File: config.mk
export PLATFORM = sky130hd
export DESIGN_NAME = hh_step_sequencer
export DESIGN_NICKNAME = d
export VERILOG_FILES = /design/src/rtl/hh_pkg.sv /design/src/rtl/hh_q88_mul.sv /design/src/rtl/hh_step_sequencer.sv
export SDC_FILE = /design/constraint.sdc
export NUM_CORES = 1
export LEC_CHECK = 0
export CORE_UTILIZATION = 55
export DETAILED_ROUTE_END_ITERATION = 12
export GPL_ROUTABILITY_DRIVEN = 0
export PLACE_DENSITY = 0.82
export SYNTH_ARGS = -nofsm -noshare
export SYNTH_HDL_FRONTEND = slang
export SYNTH_HIERARCHICAL = 1
export SYNTH_SLANG_ARGS = --single-unit
File: constraint.sdc
create_clock -name clk -period 13 [get_ports clk]
set_clock_uncertainty 0.1 [all_clocks]
set_input_delay 1.3 -clock clk [delete_from_list [all_inputs] [get_ports clk]]
set_output_delay 1.3 -clock clk [all_outputs]
set_load 0.01 [all_outputs]
File: src/rtl/hh_pkg.sv
// Shared types and constants for the Hodgkin-Huxley timestep sequencer:
// state encoding, Q8.8 format, default cell constants and saturation helpers.
package hh_pkg;

   localparam int Q_WIDTH = 16;
   localparam int Q_FRAC  = 8;

   localparam logic signed [15:0] SAT16_MAX = 16'sh7FFF;
   localparam logic signed [15:0] SAT16_MIN = 16'sh8000;
   localparam logic signed [17:0] SAT18_MAX = 18'sd32767;
   localparam logic signed [17:0] SAT18_MIN = -18'sd32768;

   // Default squid-axon constants in Q8.8, potentials relative to rest
   localparam logic signed [15:0] GK_DEF   = 16'sd9216;
   localparam logic signed [15:0] GNA_DEF  = 16'sd30720;
   localparam logic signed [15:0] GL_DEF   = 16'sd77;
   localparam logic signed [15:0] EK_DEF   = -16'sd3072;
   localparam logic signed [15:0] ENA_DEF  = 16'sd29440;
   localparam logic signed [15:0] EL_DEF   = 16'sd2714;
   localparam logic signed [15:0] DT_C_DEF = 16'sd3;

   typedef enum logic [3:0] {
      IDLE, M1, M2, M3, M4, M5, M6, M7, M8, M9, M10, M11, DONE
   } hh_state_t;

   function automatic logic ovf16(input logic signed [17:0] x);
      return (x > SAT18_MAX) || (x < SAT18_MIN);
   endfunction

   function automatic logic signed [15:0] sat16(input logic signed [17:0] x);
      if (x > SAT18_MAX)
         return SAT16_MAX;
      else if (x < SAT18_MIN)
         return SAT16_MIN;
      else
         return x[15:0];
   endfunction

endpackage

File: src/rtl/hh_q88_mul.sv
// Combinational signed Q8.8 multiplier: full product, floor shift by the
// fraction bits, then clamp to 16 bits with an overflow flag.
module hh_q88_mul
   import hh_pkg::*;
(
   input  logic signed [15:0] a,
   input  logic signed [15:0] b,
   output logic signed [15:0] p,
   output logic               ovf
);

   logic signed [31:0] prod;
   logic signed [31:0] shifted;

   assign prod    = 32'(a) * 32'(b);
   assign shifted = prod >>> Q_FRAC;

   always_comb begin
      ovf = 1'b0;
      p   = shifted[15:0];
      if (shifted > 32'sd32767) begin
         ovf = 1'b1;
         p   = SAT16_MAX;
      end else if (shifted < -32'sd32768) begin
         ovf = 1'b1;
         p   = SAT16_MIN;
      end
   end

endmodule

File: src/rtl/hh_step_sequencer.sv
// Per-timestep HH scheduler: eleven micro-ops through one shared Q8.8
// multiplier. Optional macro HH_OVERRUN_CNT_EN adds a dropped-start counter.
module hh_step_sequencer
   import hh_pkg::*;
#(
   parameter logic signed [15:0] GK   = GK_DEF,
   parameter logic signed [15:0] GNA  = GNA_DEF,
   parameter logic signed [15:0] GL   = GL_DEF,
   parameter logic signed [15:0] EK   = EK_DEF,
   parameter logic signed [15:0] ENA  = ENA_DEF,
   parameter logic signed [15:0] EL   = EL_DEF,
   parameter logic signed [15:0] DT_C = DT_C_DEF
)
(
   input  logic               clk,
   input  logic               rst,
   input  logic               start,
   input  logic signed [15:0] V_in,
   input  logic signed [15:0] n_in,
   input  logic signed [15:0] m_in,
   input  logic signed [15:0] h_in,
   input  logic signed [15:0] I_ext,
   output logic               busy,
   output logic               done,
   output logic signed [15:0] I_K,
   output logic signed [15:0] I_Na,
   output logic signed [15:0] I_L,
   output logic signed [15:0] V_next,
   output logic               sat
`ifdef HH_OVERRUN_CNT_EN
   ,output logic [7:0]        overrun_cnt
`endif
);

   hh_state_t state;

   logic signed [15:0] v_r, n_r, m_r, h_r, iext_r;
   logic signed [15:0] t_r, ik_r, ina_r, il_r, vn_r;
   logic               sat_acc;

   logic signed [15:0] mul_a, mul_b, mul_p, e_sel;
   logic               mul_ovf, step_ovf;
   logic signed [17:0] diff, isum, vsum;

   hh_q88_mul u_mul (
      .a   (mul_a),
      .b   (mul_b),
      .p   (mul_p),
      .ovf (mul_ovf)
   );

   assign diff = 18'(v_r) - 18'(e_sel);
   assign isum = 18'(iext_r) - 18'(ik_r) - 18'(ina_r) - 18'(il_r);
   assign vsum = 18'(v_r) + 18'(mul_p);

   // Operand steering for the shared multiplier, plus this cycle's saturation events
   always_comb begin
      mul_a    = '0;
      mul_b    = '0;
      e_sel    = EL;
      step_ovf = mul_ovf;
      case (state)
         M1:  begin mul_a = n_r;  mul_b = n_r;  end
         M2:  begin mul_a = t_r;  mul_b = t_r;  end
         M3:  begin mul_a = t_r;  mul_b = GK;   end
         M4:  begin e_sel = EK;  mul_a = t_r; mul_b = sat16(diff); step_ovf = mul_ovf | ovf16(diff); end
         M5:  begin mul_a = m_r;  mul_b = m_r;  end
         M6:  begin mul_a = t_r;  mul_b = m_r;  end
         M7:  begin mul_a = t_r;  mul_b = h_r;  end
         M8:  begin mul_a = t_r;  mul_b = GNA;  end
         M9:  begin e_sel = ENA; mul_a = t_r; mul_b = sat16(diff); step_ovf = mul_ovf | ovf16(diff); end
         M10: begin e_sel = EL;  mul_a = GL;  mul_b = sat16(diff); step_ovf = mul_ovf | ovf16(diff); end
         M11: begin
            mul_a    = DT_C;
            mul_b    = sat16(isum);
            step_ovf = mul_ovf | ovf16(isum) | ovf16(vsum);
         end
         default: ;
      endcase
   end

   // Sequencer FSM; results are published only in DONE so outputs hold between steps
   always_ff @(posedge clk or posedge rst) begin
      if (rst) begin
         state   <= IDLE;
         busy    <= 1'b0;
         done    <= 1'b0;
         sat     <= 1'b0;
         I_K     <= '0;
         I_Na    <= '0;
         I_L     <= '0;
         V_next  <= '0;
         v_r     <= '0;
         n_r     <= '0;
         m_r     <= '0;
         h_r     <= '0;
         iext_r  <= '0;
         t_r     <= '0;
         ik_r    <= '0;
         ina_r   <= '0;
         il_r    <= '0;
         vn_r    <= '0;
         sat_acc <= 1'b0;
      end else begin
         done <= 1'b0;
         if (state != IDLE && state != DONE)
            sat_acc <= sat_acc | step_ovf;
         case (state)
            IDLE: begin
               if (start) begin
                  v_r     <= V_in;
                  n_r     <= n_in;
                  m_r     <= m_in;
                  h_r     <= h_in;
                  iext_r  <= I_ext;
                  sat_acc <= 1'b0;
                  busy    <= 1'b1;
                  state   <= M1;
               end
            end
            M1:  begin t_r   <= mul_p; state <= M2;  end
            M2:  begin t_r   <= mul_p; state <= M3;  end
            M3:  begin t_r   <= mul_p; state <= M4;  end
            M4:  begin ik_r  <= mul_p; state <= M5;  end
            M5:  begin t_r   <= mul_p; state <= M6;  end
            M6:  begin t_r   <= mul_p; state <= M7;  end
            M7:  begin t_r   <= mul_p; state <= M8;  end
            M8:  begin t_r   <= mul_p; state <= M9;  end
            M9:  begin ina_r <= mul_p; state <= M10; end
            M10: begin il_r  <= mul_p; state <= M11; end
            M11: begin vn_r  <= sat16(vsum); state <= DONE; end
            DONE: begin
               I_K    <= ik_r;
               I_Na   <= ina_r;
               I_L    <= il_r;
               V_next <= vn_r;
               sat    <= sat_acc;
               done   <= 1'b1;
               busy   <= 1'b0;
               state  <= IDLE;
            end
            default: state <= IDLE;
         endcase
      end
   end

`ifdef HH_OVERRUN_CNT_EN
   // Counts cycles where a start arrived while a step was in flight
   always_ff @(posedge clk or posedge rst) begin
      if (rst)
         overrun_cnt <= '0;
      else if (start && busy && overrun_cnt != 8'hFF)
         overrun_cnt <= overrun_cnt + 8'd1;
   end
`endif

endmodule

==> flow_summary.toml <==
[outcome]
run_status = "finished clean"

[logic_synthesis]
synthCells = 2424
synth_edf_count = 0
avgSynthCellArea_um2 = 9.73
netlist.area_leader.share = 0.250
synth_seq_area_share = 0.246
syn_area_um2 = 23600
synth_top_cells_by_area = "fa_1 (25%), dfrtp_1 (25%), mux2_2 (8.1%), inv_1 (7.5%), ha_1 (6.7%)"
ys.flop_type = "dfrtp_1"
synth_top_cell_by_area = "fa_1"
synth_cell_types = 96
yosys_warnings = 6
synthArstFlopShare = 1.00
synth_nets = 2928
ys_ff_latch = 232

[setup_path]
critPathKind = "flop to flop"
critPathCaptureType = "flop"
rr_startpoint = "ina_r[10]"
cp-start-kind = "flop"
r2r-end = "vn_r[13]"
crit_fanout = 12
slowest_stage = "fa_2"
ff2ff_path_depth = 49
crit_arrival_ns = 13.20
required_ns = 13.32
cpPeakStageDelay_ns = 0.63
rrSetupSlack_ns = 0.12
cpMostUsedCell = "fa_1"

[flow_run]
drv_cap = 0

[timing]
fin_crit_ns = 12.88
hold_viol = 0
report.final.setup_viol = 0
fin_ws_ns = 0.120
worst_slew_pin_slew_ns = 1.12
max_slew_margin = 0.255
period_share = 0.991
fin_setup_tns_ns = 0
fmax_ghz = 0.0776
holdWs_ns = 0.392
slew_violations = 0

[detailed_routing]
wirelength_um = 66100
route.detailed.wl_per_inst_um = 20.9
vias = 18726
drt_iter0_drc = 2081
route.detailed.drc = 0
dr.pass1.iters = 8
via_per_inst = 5.91
ant_nets = 0

[placed_design]
dp_hpwl_um = 51300
placed_area_um2 = 26000
place_ws_ns = -0.147
io_buffers = 149

[clocking]
h-tree-depth = 1
cts_tree = "built"
clk_pin_slew_ns = 0.06
cts.sinks = 232
clockRootBuffer = "clkbuf_16"
hold_buffers = 0
cts_buffer_depth = 3
cts_buffers = 24
clkLatencyLatePin_ns = 0.54

[min_path]
min_from = "vn_r[5]"
holdPathStages = 2
worstHoldEndpoint = "vn_r[5]"
hp-class = "flop to flop"

[global_route]
gr-total-overflow = 0
track_usage = 0.305
grt_pass1_vias = 19470
antenna_found_initial = 0
grt_max_degree = 98
grt_pass1_wl_um = 105000

[layout]
diodes = 0
fin_nets = 3118
syn_to_final_growth_pct = 16.7
drive_above_1_share = 0.166
finish.instance_area_um2 = 27500
fillers = 2987

[die]
placementRows = 75
fp.coreArea_um2 = 42100
start_util = 0.560
die-area_um2 = 43700
dieWidth_um = 209
io_pins = 150
die_y_um = 209
## kinds of logic after synthesis
group | share of synthesized area
AO/OA/AOI/OAI | 0.120
flip-flops | 0.246
AND/OR/NAND/NOR | 0.117
adder cells (fa/ha/maj) | 0.317
buffers and inverters | 0.0906
XOR/XNOR | 0.0227
multiplexers | 0.0854
## metal layers
layer,GRT usage,routed length [µm],part of all wire
met1,0.403,25200,0.38
met2,0.495,31400,0.48
met3,0.0709,6930,0.10
met4,0.102,2610,0.039
met5,0,0,0
## cells in the final DEF, fill, tap and decap left out, drive strengths merged, types with 13 or more instances in the layout
| cell | instances |
|---|---|
| ha | 126 |
| o21bai | 13 |
| a21oi | 102 |
| nor3 | 27 |
| clkdlybuf4s50 | 149 |
| nor2 | 70 |
| dfrtp | 232 |
| o31ai | 16 |
| xnor2 | 43 |
| o211ai | 17 |
| fa | 295 |
| xor2 | 18 |
| nand3 | 20 |
| and2 | 127 |
| buf | 104 |
| nand2b | 17 |
| inv | 472 |
| mux2 | 170 |
| a211oi | 14 |
| a21o | 23 |
| nand4 | 16 |
| nand2 | 246 |
| a222oi | 23 |
| clkbuf | 34 |
| o21ai | 108 |
## critical path: cells and delay by family, from the launching register on
family                   cells  cell delay [ns]
adder cells (fa/ha/maj)     11             5.04
AND/OR/NAND/NOR              9             1.77
AO/OA/AOI/OAI               13             2.84
multiplexers                 3             0.88
flip-flops                   1             0.37
buffers and inverters       13             1.74
## synth_stat cells (5+ instances only)
cell / instances
fa_1: 295
o21ai_2: 7
xnor2_1: 43
nand4_1: 15
nor3_1: 27
nand2_1: 246
nor2b_1: 10
mux2i_1: 10
ha_1: 126
inv_1: 470
o211ai_1: 15
a222oi_1: 23
a21oi_1: 90
o2111ai_1: 6
a21oi_2: 12
or3_1: 7
o21bai_1: 12
or2_2: 6
and2_1: 123
a211o_1: 7
o21ai_1: 8
nor2_1: 69
a22oi_1: 5
o31ai_1: 16
nand2b_1: 17
xor2_1: 18
a221oi_1: 7
dfrtp_1: 232
a211oi_1: 13
and3_1: 6
mux2_2: 169
a31oi_1: 7
clkbuf_1: 78
o21a_1: 8
a21o_1: 22
o21ai_0: 93
nand3_1: 19
## worst max-delay path by stage
stage | startpoint | to | slack, ns
finish | ina_r[10] | vn_r[13] | 0.12
global route | ina_r[10] | vn_r[13] | -0.29
CTS | ik_r[0] | sat_acc | 0.001
detailed placement | ik_r[2] | vn_r[13] | -0.15
global placement | ik_r[0] | vn_r[13] | 0.17
floorplan | ik_r[0] | sat_acc | 0.30
## metrics by stage
| step | instances | util |
|---|---|---|
| after global placement | 3095 | 0.616 |
| after detailed placement | 3095 | 0.616 |
| after global routing | 3167 | 0.653 |
| after CTS | 3136 | 0.636 |
| final | 3167 | 0.653 |
| after floorplan | 2424 | - |
## area by class of cell
class,instances,area [µm²],area share
Multi-Input combinational cell,1632,16100,0.587
Sequential cell,232,5810,0.211
Timing Repair Buffer,253,2330,0.0845
Inverter,471,1780,0.0645
Clock buffer,34,699,0.0254
Tap cell,539,674,0.0245
Clock inverter,6,88.8,0.00323
## what timing repair did
| item | in CTS | in global routing |
|---|---|---|
| setup endpoints to repair | 16 | 17 |
| hold endpoints to repair | 0 | 0 |
| resized for setup | 10 | 103 |
| buffers inserted | 1 | 29 |
| gates cloned | 0 | 2 |
| pin swaps | 1 | 38 |
Power is left out: the tool's default activity adds up to more than one toggle a clock period on the data nets, which glitch-free logic cannot reach.
